`src/rtl/cpu_pkg.sv`:
```
// Shared definitions for the 9-bit-instruction, 12-register CPU.
package cpu_pkg;

    localparam int INSTR_W  = 9;
    localparam int NUM_REGS = 12;

    localparam logic [3:0] ALU_AND = 4'd0;
    localparam logic [3:0] ALU_OR  = 4'd1;
    localparam logic [3:0] ALU_ADD = 4'd2;
    localparam logic [3:0] ALU_SUB = 4'd3;
    localparam logic [3:0] ALU_XOR = 4'd4;
    localparam logic [3:0] ALU_NOR = 4'd5;
    localparam logic [3:0] ALU_SLT = 4'd6;
    localparam logic [3:0] ALU_BEQ = 4'd7;
    localparam logic [3:0] ALU_SRL = 4'd8;
    localparam logic [3:0] ALU_SRA = 4'd9;
    localparam logic [3:0] ALU_SLL = 4'd10;

    typedef enum logic [2:0] {
        S_IDLE,
        S_FETCH,
        S_DECODE,
        S_EXEC,
        S_MEM,
        S_WB,
        S_HALT,
        S_ERROR
    } seq_state_t;

endpackage

```
`src/rtl/pc_next.sv`:
```
// Next program counter: signed jump offset, branch skip or sequential step.
module pc_next #(
    parameter int pc_width = 10
) (
    input  logic [pc_width-1:0] pc,
    input  logic                jump,
    input  logic [7:0]          imm,
    input  logic                branch_taken,
    output logic [pc_width-1:0] next_pc
);

    logic [pc_width-1:0] step;

    always_comb begin
        if (jump) begin
            step = {{(pc_width-8){imm[7]}}, imm};
        end else if (branch_taken) begin
            step = pc_width'(2);
        end else begin
            step = pc_width'(1);
        end
    end

    // Truncated add gives the required wrap in both directions.
    assign next_pc = pc + step;

endmodule

```
`src/rtl/instr_sequencer.sv`:
```
// Multi-cycle control FSM and program counter: fetch, decode, memory handshake, write-back.
//   state  | meaning
//   IDLE   | waiting for start after reset
//   FETCH  | ROM read of pc
//   DECODE | latch ROM data into instruction register
//   EXEC   | decoder outputs valid; choose HALT, MEM or WB
//   MEM    | data memory request, bounded wait for ack
//   WB     | one-cycle write strobes and pc update
//   HALT   | done instruction reached
//   ERROR  | memory timeout
module instr_sequencer
    import cpu_pkg::*;
#(
    parameter int pc_width     = 10,
    parameter int instr_width  = INSTR_W,
    parameter int op_width     = 4,
    parameter int max_mem_wait = 15,
    parameter int cnt_width    = 16
) (
    input  logic                   clk,
    input  logic                   rst_n,
    input  logic                   start,
    input  logic [pc_width-1:0]    start_addr,
    input  logic [instr_width-1:0] instr_in,
    output logic                   fetch_en,
    output logic [pc_width-1:0]    pc,
    output logic [instr_width-1:0] instr_out,
    input  logic [op_width-1:0]    dec_alu_op,
    input  logic                   dec_jump,
    input  logic [7:0]             dec_imm,
    input  logic                   dec_reg_write,
    input  logic                   dec_car_write,
    input  logic                   dec_mem_read,
    input  logic                   dec_mem_write,
    input  logic                   dec_done,
    input  logic                   alu_zero,
    output logic                   mem_req,
    input  logic                   mem_ack,
    output logic                   reg_write_en,
    output logic                   car_write_en,
    output logic                   busy,
    output logic                   halted,
    output logic                   err,
    output logic [cnt_width-1:0]   cycle_count
);

    localparam int WAIT_W = $clog2(max_mem_wait);

    seq_state_t             state_q, state_d;
    logic [pc_width-1:0]    pc_q, pc_d, pc_nxt;
    logic [instr_width-1:0] instr_q, instr_d;
    logic [cnt_width-1:0]   cnt_q, cnt_d;
    logic [WAIT_W-1:0]      wait_q, wait_d;
    logic                   halted_q, halted_d;
    logic                   err_q, err_d;

    pc_next #(.pc_width(pc_width)) u_pc_next (
        .pc           (pc_q),
        .jump         (dec_jump),
        .imm          (dec_imm),
        .branch_taken (dec_alu_op == op_width'(ALU_BEQ) && alu_zero),
        .next_pc      (pc_nxt)
    );

    always_ff @(posedge clk or negedge rst_n) begin
        if (!rst_n) begin
            state_q  <= S_IDLE;
            pc_q     <= '0;
            instr_q  <= '0;
            cnt_q    <= '0;
            wait_q   <= '0;
            halted_q <= 1'b0;
            err_q    <= 1'b0;
        end else begin
            state_q  <= state_d;
            pc_q     <= pc_d;
            instr_q  <= instr_d;
            cnt_q    <= cnt_d;
            wait_q   <= wait_d;
            halted_q <= halted_d;
            err_q    <= err_d;
        end
    end

    always_comb begin
        state_d  = state_q;
        pc_d     = pc_q;
        instr_d  = instr_q;
        cnt_d    = cnt_q;
        wait_d   = wait_q;
        halted_d = halted_q;
        err_d    = err_q;
        busy     = 1'b0;

        if (state_q inside {S_FETCH, S_DECODE, S_EXEC, S_MEM, S_WB}) begin
            busy = 1'b1;
            if (cnt_q != '1) begin
                cnt_d = cnt_q + cnt_width'(1);
            end
        end

        case (state_q)
            S_IDLE, S_HALT, S_ERROR: begin
                if (start) begin
                    pc_d     = start_addr;
                    cnt_d    = '0;
                    halted_d = 1'b0;
                    err_d    = 1'b0;
                    state_d  = S_FETCH;
                end
            end
            S_FETCH:  state_d = S_DECODE;
            S_DECODE: begin
                instr_d = instr_in;
                state_d = S_EXEC;
            end
            S_EXEC: begin
                if (dec_done) begin
                    halted_d = 1'b1;
                    state_d  = S_HALT;
                end else if (dec_mem_read || dec_mem_write) begin
                    wait_d  = WAIT_W'(max_mem_wait - 1);
                    state_d = S_MEM;
                end else begin
                    state_d = S_WB;
                end
            end
            S_MEM: begin
                // Ack wins even on the last permitted wait cycle.
                if (mem_ack) begin
                    state_d = S_WB;
                end else if (wait_q == '0) begin
                    err_d   = 1'b1;
                    state_d = S_ERROR;
                end else begin
                    wait_d = wait_q - WAIT_W'(1);
                end
            end
            S_WB: begin
                pc_d    = pc_nxt;
                state_d = S_FETCH;
            end
            default: state_d = S_IDLE;
        endcase
    end

    assign fetch_en     = (state_q == S_FETCH);
    assign mem_req      = (state_q == S_MEM);
    assign reg_write_en = (state_q == S_WB) && dec_reg_write && !dec_mem_write;
    assign car_write_en = (state_q == S_WB) && dec_car_write;
    assign pc           = pc_q;
    assign instr_out    = instr_q;
    assign halted       = halted_q;
    assign err          = err_q;
    assign cycle_count  = cnt_q;

endmodule

```
`config.mk`:
```
export PLATFORM = sky130hd
export DESIGN_NAME = instr_sequencer
export DESIGN_NICKNAME = d
export VERILOG_FILES = /design/src/rtl/cpu_pkg.sv /design/src/rtl/pc_next.sv /design/src/rtl/instr_sequencer.sv
export SDC_FILE = /design/constraint.sdc
export NUM_CORES = 1
export LEC_CHECK = 0
export CAP_MARGIN = 20
export CORE_MARGIN = 3
export CORE_UTILIZATION = 35
export DETAILED_ROUTE_END_ITERATION = 8
export GPL_TIMING_DRIVEN = 0
export PLACE_DENSITY = 0.59
export REMOVE_ABC_BUFFERS = 1
export SETUP_SLACK_MARGIN = 0.1
export SYNTH_ARGS = -nofsm -noshare
export SYNTH_HDL_FRONTEND = slang
export SYNTH_HIERARCHICAL = 1
export SYNTH_SLANG_ARGS = --single-unit
```
`constraint.sdc`:
```
create_clock -name clk -period 2.7 [get_ports clk]
set_input_delay 0.27 -clock clk [delete_from_list [all_inputs] [get_ports clk]]
set_output_delay 0.27 -clock clk [all_outputs]
set_load 0.02 [all_outputs]
```
==> flow_summary_export.csv <==
group,metric,value,unit
critical_path,cp_slowest_cell,"clkdlybuf4s50_1",
critical_path,startpoint,"state_q[0]",
sta,relSlewSlack,38.5,%
cts,htreeDepth,2,
die,core,7450,um^2
logic_synthesis,yosysSeqAreaShare,40.1,%
layout,final_nets,435,
die,die_w,94.6,um
hold_path,hold_class,"in2async",
layout,antenna_cells,0,
placement,gp_congestion,0.826,
cts,post_cts_buffers,0,
detailed_routing,vias_per_cell,5.19,
logic_synthesis,synthCells,299,
grt,overflow,0,
power_and_ir_drop,peakVddDrop,0.420,mV
cts,cts_tree,"yes",
die,rows,31,
logic_synthesis,muxShareOfSynthArea,9.52,%
power_and_ir_drop,power_leakage,0.00162,uW
layout,syn_to_final_growth,39.5,%
critical_path,reg2reg_depth,3,
critical_path,r2r-end,"instr_out[5]",
logic_synthesis,synth_enable_flop_cells,0,
critical_path,r2r_slack,590,ps
critical_path,crit_chain,"or3_1, nand2_1, inv_1, clkdlybuf4s50_1",
critical_path,path_class,"reg2out",
detailed_routing,drt_iter0_markers,121,
logic_synthesis,synth-simple-area-share,22.5,%
detailed_routing,routedWlPerCell,14.2,um
die,start_util,36.9,%
logic_synthesis,synth-xor-area-share,2.87,%
logic_synthesis,yosysMostFrequentCell,"dfrtp_1",
logic_synthesis,synthAdderAreaFrac,6.20,%
logic_synthesis,synth_area_leaders,"dfrtp_1, mux2i_1, ha_1",
placement,dpl.hpwl,5230,um
logic_synthesis,yosys_warnings,6,
power_and_ir_drop,power.total,3710,uW
detailed_routing,route.detailed.drc,0,
detailed_routing,dr.pass1.iters,4,
critical_path,r2r-start,"state_q[0]",
detailed_routing,antenna_left,0,
critical_path,cp-start-kind,"register",
cts,cts-root-buf,"clkbuf_8",
run,cap_viol_max_count,0,
cts,clk-insertion-delay-late,290,ps
logic_synthesis,yosysTopAreaCell,"dfrtp_1",
grt,antenna_found_initial,0,
layout,finalCoreUtilization,51.5,%
logic_synthesis,synth.top_cell.area_share,40.1,%
grt,grt_pass1_wl,11600,um
critical_path,cp-endpoint,"busy",
logic_synthesis,synth_cell_type_count,48,
sta,period_share,91.6,%
logic_synthesis,synth-compound-area-share,14.7,%
cts,path_clk_slew,90,ps
critical_path,worst_setup_path_end_kind,"output pin",
layout,layout.cells.non_filler,480,
sta,fin_skew,6.69,ps
sta,fmax,405,MHz
die,io_pins,84,
layout,drive_gt1_share,8.14,%
logic_synthesis,synthFlopType,"dfrtp_1",
power_and_ir_drop,p_per_area,969,nW/um^2
die,die_area,8950,um^2
logic_synthesis,synth_top_family_by_area,"simple AND/OR/NAND/NOR gates",
sta,tns,0,ps
cts,cts_max_path_buffers,2,
placement,numPortBuffers,83,
sta,final-hold-violation-count,0,
sta,finalSetupViolCount,0,
critical_path,critical_path.max_fanout,13,
critical_path,cpPeakStageDelay,580,ps
logic_synthesis,syn_area_per_cell,9.19,um^2
sta,worst_pin_slew,921,ps
logic_synthesis,yosys-top-cells-count,"dfrtp_1, nor2_1, a21oi_1, nand2_1",
grt,grt_pass1_vias,2484,
sta,rsz0062_at_grt,"no",
status,outcome,"finished clean",
detailed_routing,dr_total_vias,2491,
cts,numCtsBuffers,5,
cts,clkSinkCount,44,
critical_path,worstPathArrival,2200,ps
sta,period_needed,2470,ps
sta,drv_slew,0,
logic_synthesis,synth_area,2750,um^2
grt,track_usage,16.1,%
die,dieHeight,94.6,um
logic_synthesis,synthArstFlopShare,100,%
placement,dp.cells,471,
grt,grt_max_degree,34,
logic_synthesis,ys_ff_latch,44,
critical_path,worstPathRequired,2430,ps
detailed_routing,postRouteWirelength,6830,um
==> worst min path at each step <==
stage / start / endpoint / slack (ps) / cells past startpoint
after floorplan: rst_n / cycle_count[0] / -30 / 0
after global placement: err / err / 480 / 2
after detailed placement: rst_n / cycle_count[7] / 190 / 1
after CTS: rst_n / cycle_count[7] / 400 / 2
after global routing: rst_n / cycle_count[10] / 410 / 2
final: rst_n / cycle_count[10] / 390 / 2
==> worst max-delay path: cells and delay by family (launching register included) <==
kind | cells | cell delay (ps)
simple gates | 2 | 630
buf+inv | 2 | 730
flops | 1 | 550
==> layout make-up <==
cell class,count,area [um^2]
tap,99,124
multi-input combinational,226,1550
inverter,16,60.1
timing repair buffer,87,872
fill,720,3610
clock buffer,7,96.3
clock inverter,1,30.0
sequential,44,1100
==> per-layer routing <==
| layer | wire, um | global-route usage (%) | vias to the layer above |
|---|---|---|---|
| met5 | 0 | 0 | - |
| met4 | 71 | 4.93 | 0 |
| met3 | 466 | 3.98 | 8 |
| met2 | 3150 | 25.9 | 80 |
| met1 | 3140 | 21.2 | 1154 |
| li1 | - | - | 1249 |
==> flip-flops by register name, indices dropped and copies added (netlist names) <==
name and cells:
wait_q 4, instr_out 9, cycle_count 16, state_q 3, err 1, pc 10
halted 1
==> timing repair <==
item	4_1_cts	5_1_grt
endpoints found under the setup margin	1	2
hold buffers	1	0
pin swaps	0	0
endpoints found under the hold margin	11	0
gates resized for setup	3	2
==> logic make-up (layout without fill, tap and decap cells) <==
kind of cell | after synthesis | after routing
buffers and inverters | 29 | 111
muxes | 25 | 25
and+or+nand+nor | 117 | 117
AOI/OAI and AO/OA | 62 | 62
adders and majority gates | 13 | 13
DFF | 44 | 44
xor gates and xnor gates | 9 | 9
==> power breakdown <==
| part | leakage (uW) | total (uW) | switching [uW] | internal, uW |
|---|---|---|---|---|
| Combinational | 0.00102 | 1990 | 1010 | 976 |
| Sequential | 0.000536 | 1170 | 268 | 902 |
| Clock | 0.0000645 | 558 | 231 | 327 |
| Total | 0.00162 | 3710 | 1510 | 2200 |
==> cells in the final DEF, fill, tap and decap left out, types with 2 or more instances in the layout <==
| cell type | Yosys | final |
|---|---|---|
| clkdlybuf4s50_1 | 0 | 82 |
| dfrtp_1 | 44 | 42 |
| nor2_1 | 25 | 25 |
| a21oi_1 | 22 | 22 |
| nand2_1 | 22 | 21 |
| inv_1 | 16 | 16 |
| mux2i_1 | 16 | 16 |
| nand3_1 | 15 | 15 |
| nor3_1 | 12 | 12 |
| ha_1 | 12 | 12 |
| and2_1 | 10 | 10 |
| o21ai_0 | 10 | 9 |
| mux2_2 | 9 | 9 |
| a211oi_1 | 8 | 8 |
| clkbuf_8 | 0 | 7 |
| xnor2_1 | 7 | 7 |
| nand4_1 | 5 | 5 |
| or3_1 | 4 | 4 |
| nor3b_1 | 4 | 4 |
| or4_1 | 3 | 3 |
| o311ai_0 | 3 | 3 |
| a21o_1 | 3 | 3 |
| a31oi_1 | 3 | 3 |
| o211ai_1 | 3 | 3 |
| nor4_1 | 2 | 2 |
| and3_1 | 2 | 2 |
| o41ai_1 | 2 | 2 |
| nand2b_1 | 2 | 2 |
| nor4b_1 | 2 | 2 |
| buf_2 | 2 | 2 |
| dfrtp_2 | 0 | 2 |
| xor2_1 | 2 | 2 |
==> metrics by stage <==
| step | instance area, um^2 | setup slack (ps) | hold WS [ps] |
|---|---|---|---|
| final | 3830 | 228 | 390 |
| after global routing | 3830 | 101 | 407 |
| after CTS | 3830 | 147 | 401 |
| after detailed placement | 3680 | -48.2 | 187 |
| after global placement | 3650 | -1090 | 477 |
| after floorplan | 2690 | -81.3 | -25.6 |
Note: power is estimated with default switching activity, not from simulation.
